===== src/rtl/dma_pkg.sv =====
// Shared types and slot-map constants for the chip-bus DMA slot scheduler.
//   owner_t    : owner code published on slot_owner
//   *_FIRST/*_LAST : odd-hpos ranges of the fixed-slot channels
package dma_pkg;

  typedef enum logic [3:0] {
    IDLE    = 4'd0,
    REFRESH = 4'd1,
    DISK    = 4'd2,
    AUD     = 4'd3,
    SPR     = 4'd4,
    BPL     = 4'd5,
    COP     = 4'd6,
    BLT     = 4'd7,
    CPU     = 4'd8
  } owner_t;

  // Fixed slots occupy odd hpos values only; even slots are always free.
  localparam logic [7:0] REF_FIRST = 8'd1;
  localparam logic [7:0] REF_LAST  = 8'd7;
  localparam logic [7:0] DSK_FIRST = 8'd9;
  localparam logic [7:0] DSK_LAST  = 8'd13;
  localparam logic [7:0] AUD_FIRST = 8'd15;
  localparam logic [7:0] AUD_LAST  = 8'd21;
  localparam logic [7:0] SPR_FIRST = 8'd23;
  localparam logic [7:0] SPR_LAST  = 8'd53;

endpackage


===== src/rtl/dma_slot_arbiter_if.sv =====
// Request/grant bundle between the DMA requesters and the slot scheduler.
//   requests : disk_req, aud_req[3:0], spr_req[7:0], bpl_req, cop_req,
//              blt_req, blt_nasty, cpu_req
//   results  : slot_owner, slot_index, slot_start, hpos, line_start, long_line
// master = requester side, slave = scheduler.
interface dma_slot_arbiter_if;

  logic             disk_req;
  logic [3:0]       aud_req;
  logic [7:0]       spr_req;
  logic             bpl_req;
  logic             cop_req;
  logic             blt_req;
  logic             blt_nasty;
  logic             cpu_req;
  dma_pkg::owner_t  slot_owner;
  logic [2:0]       slot_index;
  logic             slot_start;
  logic [7:0]       hpos;
  logic             line_start;
  logic             long_line;

  modport master (
    output disk_req, aud_req, spr_req, bpl_req, cop_req, blt_req, blt_nasty, cpu_req,
    input  slot_owner, slot_index, slot_start, hpos, line_start, long_line
  );

  modport slave (
    input  disk_req, aud_req, spr_req, bpl_req, cop_req, blt_req, blt_nasty, cpu_req,
    output slot_owner, slot_index, slot_start, hpos, line_start, long_line
  );

endinterface


===== src/rtl/dma_fixed_slot_decode.sv =====
// Combinational map from a slot number to its fixed-slot channel.
//   hpos        in  8  slot number being decoded
//   fixed_owner out 4  REFRESH/DISK/AUD/SPR, IDLE when not a fixed slot
//   fixed_index out 3  audio channel or sprite number, else 0
//   fixed_valid out 1  hpos is a fixed slot (request not considered here)
module dma_fixed_slot_decode
  import dma_pkg::*;
(
  input  logic [7:0] hpos,
  output owner_t     fixed_owner,
  output logic [2:0] fixed_index,
  output logic       fixed_valid
);

  always_comb begin
    fixed_owner = IDLE;
    fixed_index = '0;
    fixed_valid = 1'b0;
    if (hpos[0]) begin
      if (hpos >= REF_FIRST && hpos <= REF_LAST) begin
        fixed_owner = REFRESH;
        fixed_valid = 1'b1;
      end else if (hpos >= DSK_FIRST && hpos <= DSK_LAST) begin
        fixed_owner = DISK;
        fixed_valid = 1'b1;
      end else if (hpos >= AUD_FIRST && hpos <= AUD_LAST) begin
        fixed_owner = AUD;
        fixed_index = 3'((hpos - AUD_FIRST) >> 1);
        fixed_valid = 1'b1;
      end else if (hpos >= SPR_FIRST && hpos <= SPR_LAST) begin
        // Two odd slots per sprite, so four hpos steps per sprite number.
        fixed_owner = SPR;
        fixed_index = 3'((hpos - SPR_FIRST) >> 2);
        fixed_valid = 1'b1;
      end
    end
  end

endmodule


===== src/rtl/dma_slot_arbiter.sv =====
// Chip-bus DMA slot scheduler. Finds CCK slot boundaries (falling CCK edge
// seen on C28M), advances the horizontal slot counter and assigns each slot
// to one owner: fixed channels first, then BPL > COP > BLT > CPU.
//   C28M, RESETn (sync, active-low), CCK : clock, reset, colour clock
//   bus (slave)  : requests in; slot_owner/index/start, hpos, line_start,
//                  long_line out, all registered and held for the slot
module dma_slot_arbiter
  import dma_pkg::*;
#(
  parameter int unsigned LINE_LEN    = 227,
  parameter bit          LOL_EN      = 1'b0,
  parameter int unsigned NASTY_LIMIT = 3
) (
  input  logic               C28M,
  input  logic               RESETn,
  input  logic               CCK,
  dma_slot_arbiter_if.slave  bus
);

  localparam int unsigned    CW         = $clog2(NASTY_LIMIT + 2);
  localparam logic [CW-1:0]  LIMIT      = CW'(NASTY_LIMIT);
  localparam logic [7:0]     LAST_SHORT = 8'(LINE_LEN - 1);

  logic          cck_q;
  logic [CW-1:0] nasty_cnt;
  owner_t        owner_q;
  logic [2:0]    index_q;
  logic [7:0]    hpos_q;
  logic          start_q;
  logic          line_q;
  logic          long_q;

  logic          detect;
  logic          wrap;
  logic [7:0]    last_slot;
  logic [7:0]    hpos_nxt;
  owner_t        fx_owner;
  logic [2:0]    fx_index;
  logic          fx_valid;
  logic          fx_taken;
  logic          force_cpu;
  owner_t        owner_nxt;
  logic [2:0]    index_nxt;
  logic [CW-1:0] nasty_nxt;

  assign detect    = cck_q & ~CCK;
  assign last_slot = LAST_SHORT + {7'd0, long_q};
  assign wrap      = (hpos_q == last_slot);
  assign hpos_nxt  = wrap ? '0 : hpos_q + 8'd1;

  // Owner is resolved for the slot being entered, hence hpos_nxt.
  dma_fixed_slot_decode u_fixed (
    .hpos        (hpos_nxt),
    .fixed_owner (fx_owner),
    .fixed_index (fx_index),
    .fixed_valid (fx_valid)
  );

  always_comb begin
    case (fx_owner)
      REFRESH: fx_taken = 1'b1;
      DISK:    fx_taken = bus.disk_req;
      AUD:     fx_taken = bus.aud_req[fx_index[1:0]];
      SPR:     fx_taken = bus.spr_req[fx_index];
      default: fx_taken = 1'b0;
    endcase
    fx_taken = fx_taken & fx_valid;
  end

  always_comb begin
    owner_nxt = IDLE;
    index_nxt = '0;
    nasty_nxt = nasty_cnt;
    force_cpu = (nasty_cnt == LIMIT) && !bus.blt_nasty;
    if (fx_taken) begin
      owner_nxt = fx_owner;
      index_nxt = fx_index;
    end else if (bus.bpl_req) begin
      owner_nxt = BPL;
    end else if (bus.cop_req && !hpos_nxt[0]) begin
      owner_nxt = COP;
    end else if (bus.blt_req && !(force_cpu && bus.cpu_req)) begin
      owner_nxt = BLT;
      if (bus.cpu_req && !bus.blt_nasty) nasty_nxt = nasty_cnt + CW'(1);
    end else if (bus.cpu_req) begin
      // Also reached when the blitter is held off by the nasty limit.
      owner_nxt = CPU;
    end
    if (!bus.cpu_req || bus.blt_nasty || owner_nxt == CPU) nasty_nxt = '0;
  end

  always_ff @(posedge C28M) begin
    if (!RESETn) begin
      cck_q     <= 1'b1;
      nasty_cnt <= '0;
      owner_q   <= IDLE;
      index_q   <= '0;
      hpos_q    <= '0;
      start_q   <= 1'b0;
      line_q    <= 1'b0;
      long_q    <= 1'b0;
    end else begin
      cck_q   <= CCK;
      start_q <= detect;
      line_q  <= detect & wrap;
      if (detect) begin
        hpos_q    <= hpos_nxt;
        owner_q   <= owner_nxt;
        index_q   <= index_nxt;
        nasty_cnt <= nasty_nxt;
        if (wrap && LOL_EN) long_q <= ~long_q;
      end
    end
  end

  assign bus.slot_owner = owner_q;
  assign bus.slot_index = index_q;
  assign bus.slot_start = start_q;
  assign bus.hpos       = hpos_q;
  assign bus.line_start = line_q;
  assign bus.long_line  = long_q;

endmodule

===== src/flat_wrapper.sv =====
// flat-port wrapper written by rule: the top's interface ports become plain ports
module dma_slot_arbiter_flat import dma_pkg::*;
#(
  parameter int unsigned LINE_LEN    = 227,
  parameter bit          LOL_EN      = 1'b0,
  parameter int unsigned NASTY_LIMIT = 3
)
  (C28M, RESETn, CCK, bus_disk_req, bus_aud_req, bus_spr_req, bus_bpl_req, bus_cop_req, bus_blt_req, bus_blt_nasty, bus_cpu_req, bus_slot_owner, bus_slot_index, bus_slot_start, bus_hpos, bus_line_start, bus_long_line);
  dma_slot_arbiter_if bus_i ();
  input  logic C28M;
  input  logic RESETn;
  input  logic CCK;
  input wire logic [$bits(bus_i.disk_req)-1:0] bus_disk_req;
  input wire logic [$bits(bus_i.aud_req)-1:0] bus_aud_req;
  input wire logic [$bits(bus_i.spr_req)-1:0] bus_spr_req;
  input wire logic [$bits(bus_i.bpl_req)-1:0] bus_bpl_req;
  input wire logic [$bits(bus_i.cop_req)-1:0] bus_cop_req;
  input wire logic [$bits(bus_i.blt_req)-1:0] bus_blt_req;
  input wire logic [$bits(bus_i.blt_nasty)-1:0] bus_blt_nasty;
  input wire logic [$bits(bus_i.cpu_req)-1:0] bus_cpu_req;
  output wire logic [$bits(bus_i.slot_owner)-1:0] bus_slot_owner;
  output wire logic [$bits(bus_i.slot_index)-1:0] bus_slot_index;
  output wire logic [$bits(bus_i.slot_start)-1:0] bus_slot_start;
  output wire logic [$bits(bus_i.hpos)-1:0] bus_hpos;
  output wire logic [$bits(bus_i.line_start)-1:0] bus_line_start;
  output wire logic [$bits(bus_i.long_line)-1:0] bus_long_line;
  assign bus_i.disk_req = bus_disk_req;
  assign bus_i.aud_req = bus_aud_req;
  assign bus_i.spr_req = bus_spr_req;
  assign bus_i.bpl_req = bus_bpl_req;
  assign bus_i.cop_req = bus_cop_req;
  assign bus_i.blt_req = bus_blt_req;
  assign bus_i.blt_nasty = bus_blt_nasty;
  assign bus_i.cpu_req = bus_cpu_req;
  assign bus_slot_owner = bus_i.slot_owner;
  assign bus_slot_index = bus_i.slot_index;
  assign bus_slot_start = bus_i.slot_start;
  assign bus_hpos = bus_i.hpos;
  assign bus_line_start = bus_i.line_start;
  assign bus_long_line = bus_i.long_line;
  dma_slot_arbiter #(.LINE_LEN(LINE_LEN), .LOL_EN(LOL_EN), .NASTY_LIMIT(NASTY_LIMIT)) u_core (.C28M(C28M), .RESETn(RESETn), .CCK(CCK), .bus(bus_i));
endmodule

===== config.mk =====
export PLATFORM = sky130hd
export DESIGN_NAME = dma_slot_arbiter_flat
export DESIGN_NICKNAME = d
export VERILOG_FILES = /design/src/rtl/dma_pkg.sv /design/src/rtl/dma_slot_arbiter_if.sv /design/src/rtl/dma_fixed_slot_decode.sv /design/src/rtl/dma_slot_arbiter.sv /design/src/flat_wrapper.sv
export SDC_FILE = /design/constraint.sdc
export NUM_CORES = 1
export LEC_CHECK = 0
export ABC_AREA = 1
export BUFFER_PORTS_ARGS = -buffer_cell sky130_fd_sc_hd__clkbuf_2
export CORE_MARGIN = 10
export CORE_UTILIZATION = 54
export DETAILED_ROUTE_END_ITERATION = 12
export PLACE_DENSITY = 0.8
export SLEW_MARGIN = 10
export SYNTH_ARGS = -nofsm -noshare
export SYNTH_HDL_FRONTEND = slang
export SYNTH_HIERARCHICAL = 1
export SYNTH_SLANG_ARGS = --single-unit

===== constraint.sdc =====
create_clock -name C28M -period 4 [get_ports C28M]
set_clock_uncertainty 0.2 [all_clocks]
set_input_delay 0.4 -clock C28M [delete_from_list [all_inputs] [get_ports C28M]]
set_output_delay 0.4 -clock C28M [all_outputs]
set_load 0.05 [all_outputs]

==> results.txt <==
* Count of cell types in the netlist: 31
- Across the run, the number of max-cap violations was 0.
- Filler cells: 308
* Kind of end point of the critical path: flip-flop
- The worst register-to-register path begins at u_core/bus.hpos[0]$_SDFFE_PN0P_.
- Final RePlAce weighted congestion: 0.861
* DRT antenna net count: 0
- The longest clock path from root to sink contains 2 buffers.
- The die covers 5880 um2.
* Largest net degree at the start of global routing: 25
- Arrival time worst endpoint: 3680 ps
- Counting instances in the post-synthesis netlist gives the leading cell types as sky130_fd_sc_hd__nand2_1, sky130_fd_sc_hd__inv_1, sky130_fd_sc_hd__nor2_1.
- STA puts the critical path data required time at 4030 ps.
- The initial antenna violation count came to 0.
* Clk_lat worst skew: 320 ps
- In the global route stage, overall resource usage came out at 0.146.
- TritonCTS built the clock tree.
- Number of flops mapped to enable cells by yosys: 0
- Clock-pin slew reported for the worst setup and hold paths after clock tree synthesis: 130 ps
- Fmax: 0.274 GHz
- The via count of the first global-routing pass was 1772.
- Ant. Diodes: 0
- Along the worst hold path, the cell count comes to 3.
* Critical-path maximum fanout: 9
- Die span in x: 76.7 um
- Final Hold Vio Count: 0
- Setup repair after global routing left no endpoint under its margin.
- Origin of the worst setup path: u_core/bus.hpos[0]$_SDFFE_PN0P_
* Total overflow reported by the global router: 0
- Placed instance count: 352
* Relative slew slack: 0.541
* Count of placed standard cells in the final layout, fillers left out: 358
- In this run the number of H-tree levels came out at 1.
- # IOs: 39
- Post-synth top area cell: sky130_fd_sc_hd__dfxtp_1
- Setup violations remaining at the end of the flow were counted as 0.
* Register-to-Register Setup Slack: 350 ps
* Power density over the cells: 289 nW/um2
- In the final routed layout, each cell accounts on average for 12.1 um.
- Total chip power: 0.000574 W
- Min-delay worst type: primary input to flip-flop
- Summed over all layers, the routed wires come to 4.35 mm.
- Buffers inserted during clock tree synthesis total 3.
- The detailed router placed 1854 vias in this run.
* Drt first-iter violations: 94
- Final Critical Period: 3650 ps
- Sum of negative setup slack: 0 ps
* Post-synth net total: 305
- Per-instance average area after synthesis: 6.27 um2
* Most frequent cell after synthesis: sky130_fd_sc_hd__nand2_1
* Wire length of the first global-routing pass: 7.56 mm
- Row generation in the floorplan step produced 20 rows.
* Number of cells traversed by the worst register-to-register path: 29
- Share of synthesized flip-flops with an asynchronous set or reset: 0
- Most used flip-flop cell after synthesis: sky130_fd_sc_hd__dfxtp_1
- Layout Cell Area excl Fill: 1980 um2
- CP max-delay cell: sky130_fd_sc_hd__dfxtp_1
- Tightest Pin Transition: 688 ps
* Category of the most critical setup path: flip-flop to flip-flop
- In the final layout, the share of cells above drive strength 1 is 0.245.
* # port buffers: 37
- Final period util: 0.912
- Chip height: 76.7 um
- Share of the synthesized area in the top cell type: 0.242
- Vias per Instance: 5.18
* Cell at the root of the clock tree: sky130_fd_sc_hd__clkbuf_4
- Min-delay src: CCK
* Leakage dissipation: 1.08 nW
- Final count of pins violating max slew: 0
- Synthesis warning total: 6
- Initial cell density of the core: 0.564
* Synth-to-layout area growth: 14.3%
- Once detailed placement completed, the half-perimeter wirelength came to 3.35 mm.
- For this run, design rule violations remaining after detail routing come to 0.
- Delay of the slowest cell on the worst path: 370 ps
* Seq/Total Area, Yosys: 0.242
- Post-placement cell area: 1930 um2
* Post-Route Utilization: 0.645
- Cell types occupying the most area after synthesis: sky130_fd_sc_hd__dfxtp_1, sky130_fd_sc_hd__nand2_1, sky130_fd_sc_hd__inv_1, sky130_fd_sc_hd__nand3_1, sky130_fd_sc_hd__nor2_1
- After synthesis the cells add up to 1740 um2.
- For this run, the post-layout net count is 343.
- The cell that appears most often on the critical path is sky130_fd_sc_hd__nand2_1.
- Counting flops and latches in the post-synthesis netlist gives 21.
- The flow ran to the end, and the final reports show no timing, DRC or antenna violations.
- For this run, the detailed router's first-pass iteration total came to 4.
* Post-CTS Hold Fix Bufs: 0
- The cell count after synthesis came out at 277.
* Placeable core area: 3080 um2
- Clk sinks: 21
- Peak supply drop: 172 uV
* Startpoint type of the worst setup path: flip-flop
-- stage by stage --
step                      hold slack, ps  worst slack, ps
after detailed placement             264              277
after global placement               259              364
after global routing                88.2             7.70
final                               66.1              351
after floorplan                      252              295
after CTS                           58.1              250
-- worst paths after layout --
path                                            to
max               u_core/nasty_cnt[2]$_SDFFE_PN0P_
min                        u_core/cck_q$_SDFF_PN1_
max reg2reg       u_core/nasty_cnt[2]$_SDFFE_PN0P_
min reg2reg  u_core/bus.slot_index[2]$_SDFFE_PN0P_
-- critical path: cells and delay by family, from the launching register on --
family	cells	cell delay, ps
and+or+nand+nor	18	1650
buffers and inverters	7	780
DFF	1	370
adders and majority gates	2	320
AOI/OAI and AO/OA	2	230
-- registers in the layout (all words and copies together), names as in the netlist --
register,flops
u_core/bus.slot_start,1
u_core/cck_q,1
u_core/bus.hpos,8
u_core/bus.slot_index,3
u_core/bus.line_start,1
u_core/bus.slot_owner,4
u_core/nasty_cnt,3
-- placed cells by master (no fill, tap or decap), types with 6 or more instances in the layout --
cell type	n
sky130_fd_sc_hd__o21ai_0	14
sky130_fd_sc_hd__dfxtp_1	21
sky130_fd_sc_hd__inv_1	45
sky130_fd_sc_hd__nor2_1	30
sky130_fd_sc_hd__nand3_1	30
sky130_fd_sc_hd__nand2_1	53
sky130_fd_sc_hd__a21oi_1	17
sky130_fd_sc_hd__ha_1	7
sky130_fd_sc_hd__clkbuf_2	37
sky130_fd_sc_hd__nor3_1	6
sky130_fd_sc_hd__nor2_2	7
-- area by class of cell --
cell class	count	area, um2	share of cell area
tap	44	55.1	0.0277
inverter	53	205	0.103
sequential	21	420	0.212
timing repair buffer	41	215	0.108
clock inverter	1	5.00	0.00252
multi-input combinational	195	1060	0.535
clock buffer	3	22.5	0.0113
-- timing repair --
item | CTS | global route
buffers inserted | 0 | 2
setup endpoints to repair | 0 | 9
gates resized for setup | 0 | 4
-- where the power goes --
part | switching, W | total (W) | internal [W]
combinational | 0.000160 | 0.000233 | 0.0000722
sequential | 0.0000109 | 0.000232 | 0.000221
clock | 0.0000711 | 0.000109 | 0.0000375
-- routing by layer --
metal | GRT usage | wire length [um] | vias up
met5 | 0 | 0 | -
li1 | - | - | 949
met1 | 0.183 | 2000 | 820
met2 | 0.224 | 1960 | 72
met3 | 0.0361 | 278 | 13
met4 | 0.0762 | 116 | 0
-- logic make-up after synthesis --
group,synth area share
and+or+nand+nor,0.427
buffers and inverters,0.151
AOI/OAI and AO/OA,0.116
DFF,0.242
adders and majority gates,0.0504
xor gates and xnor gates,0.0101
other,0.00432
Power figures use the tool's default switching activity.
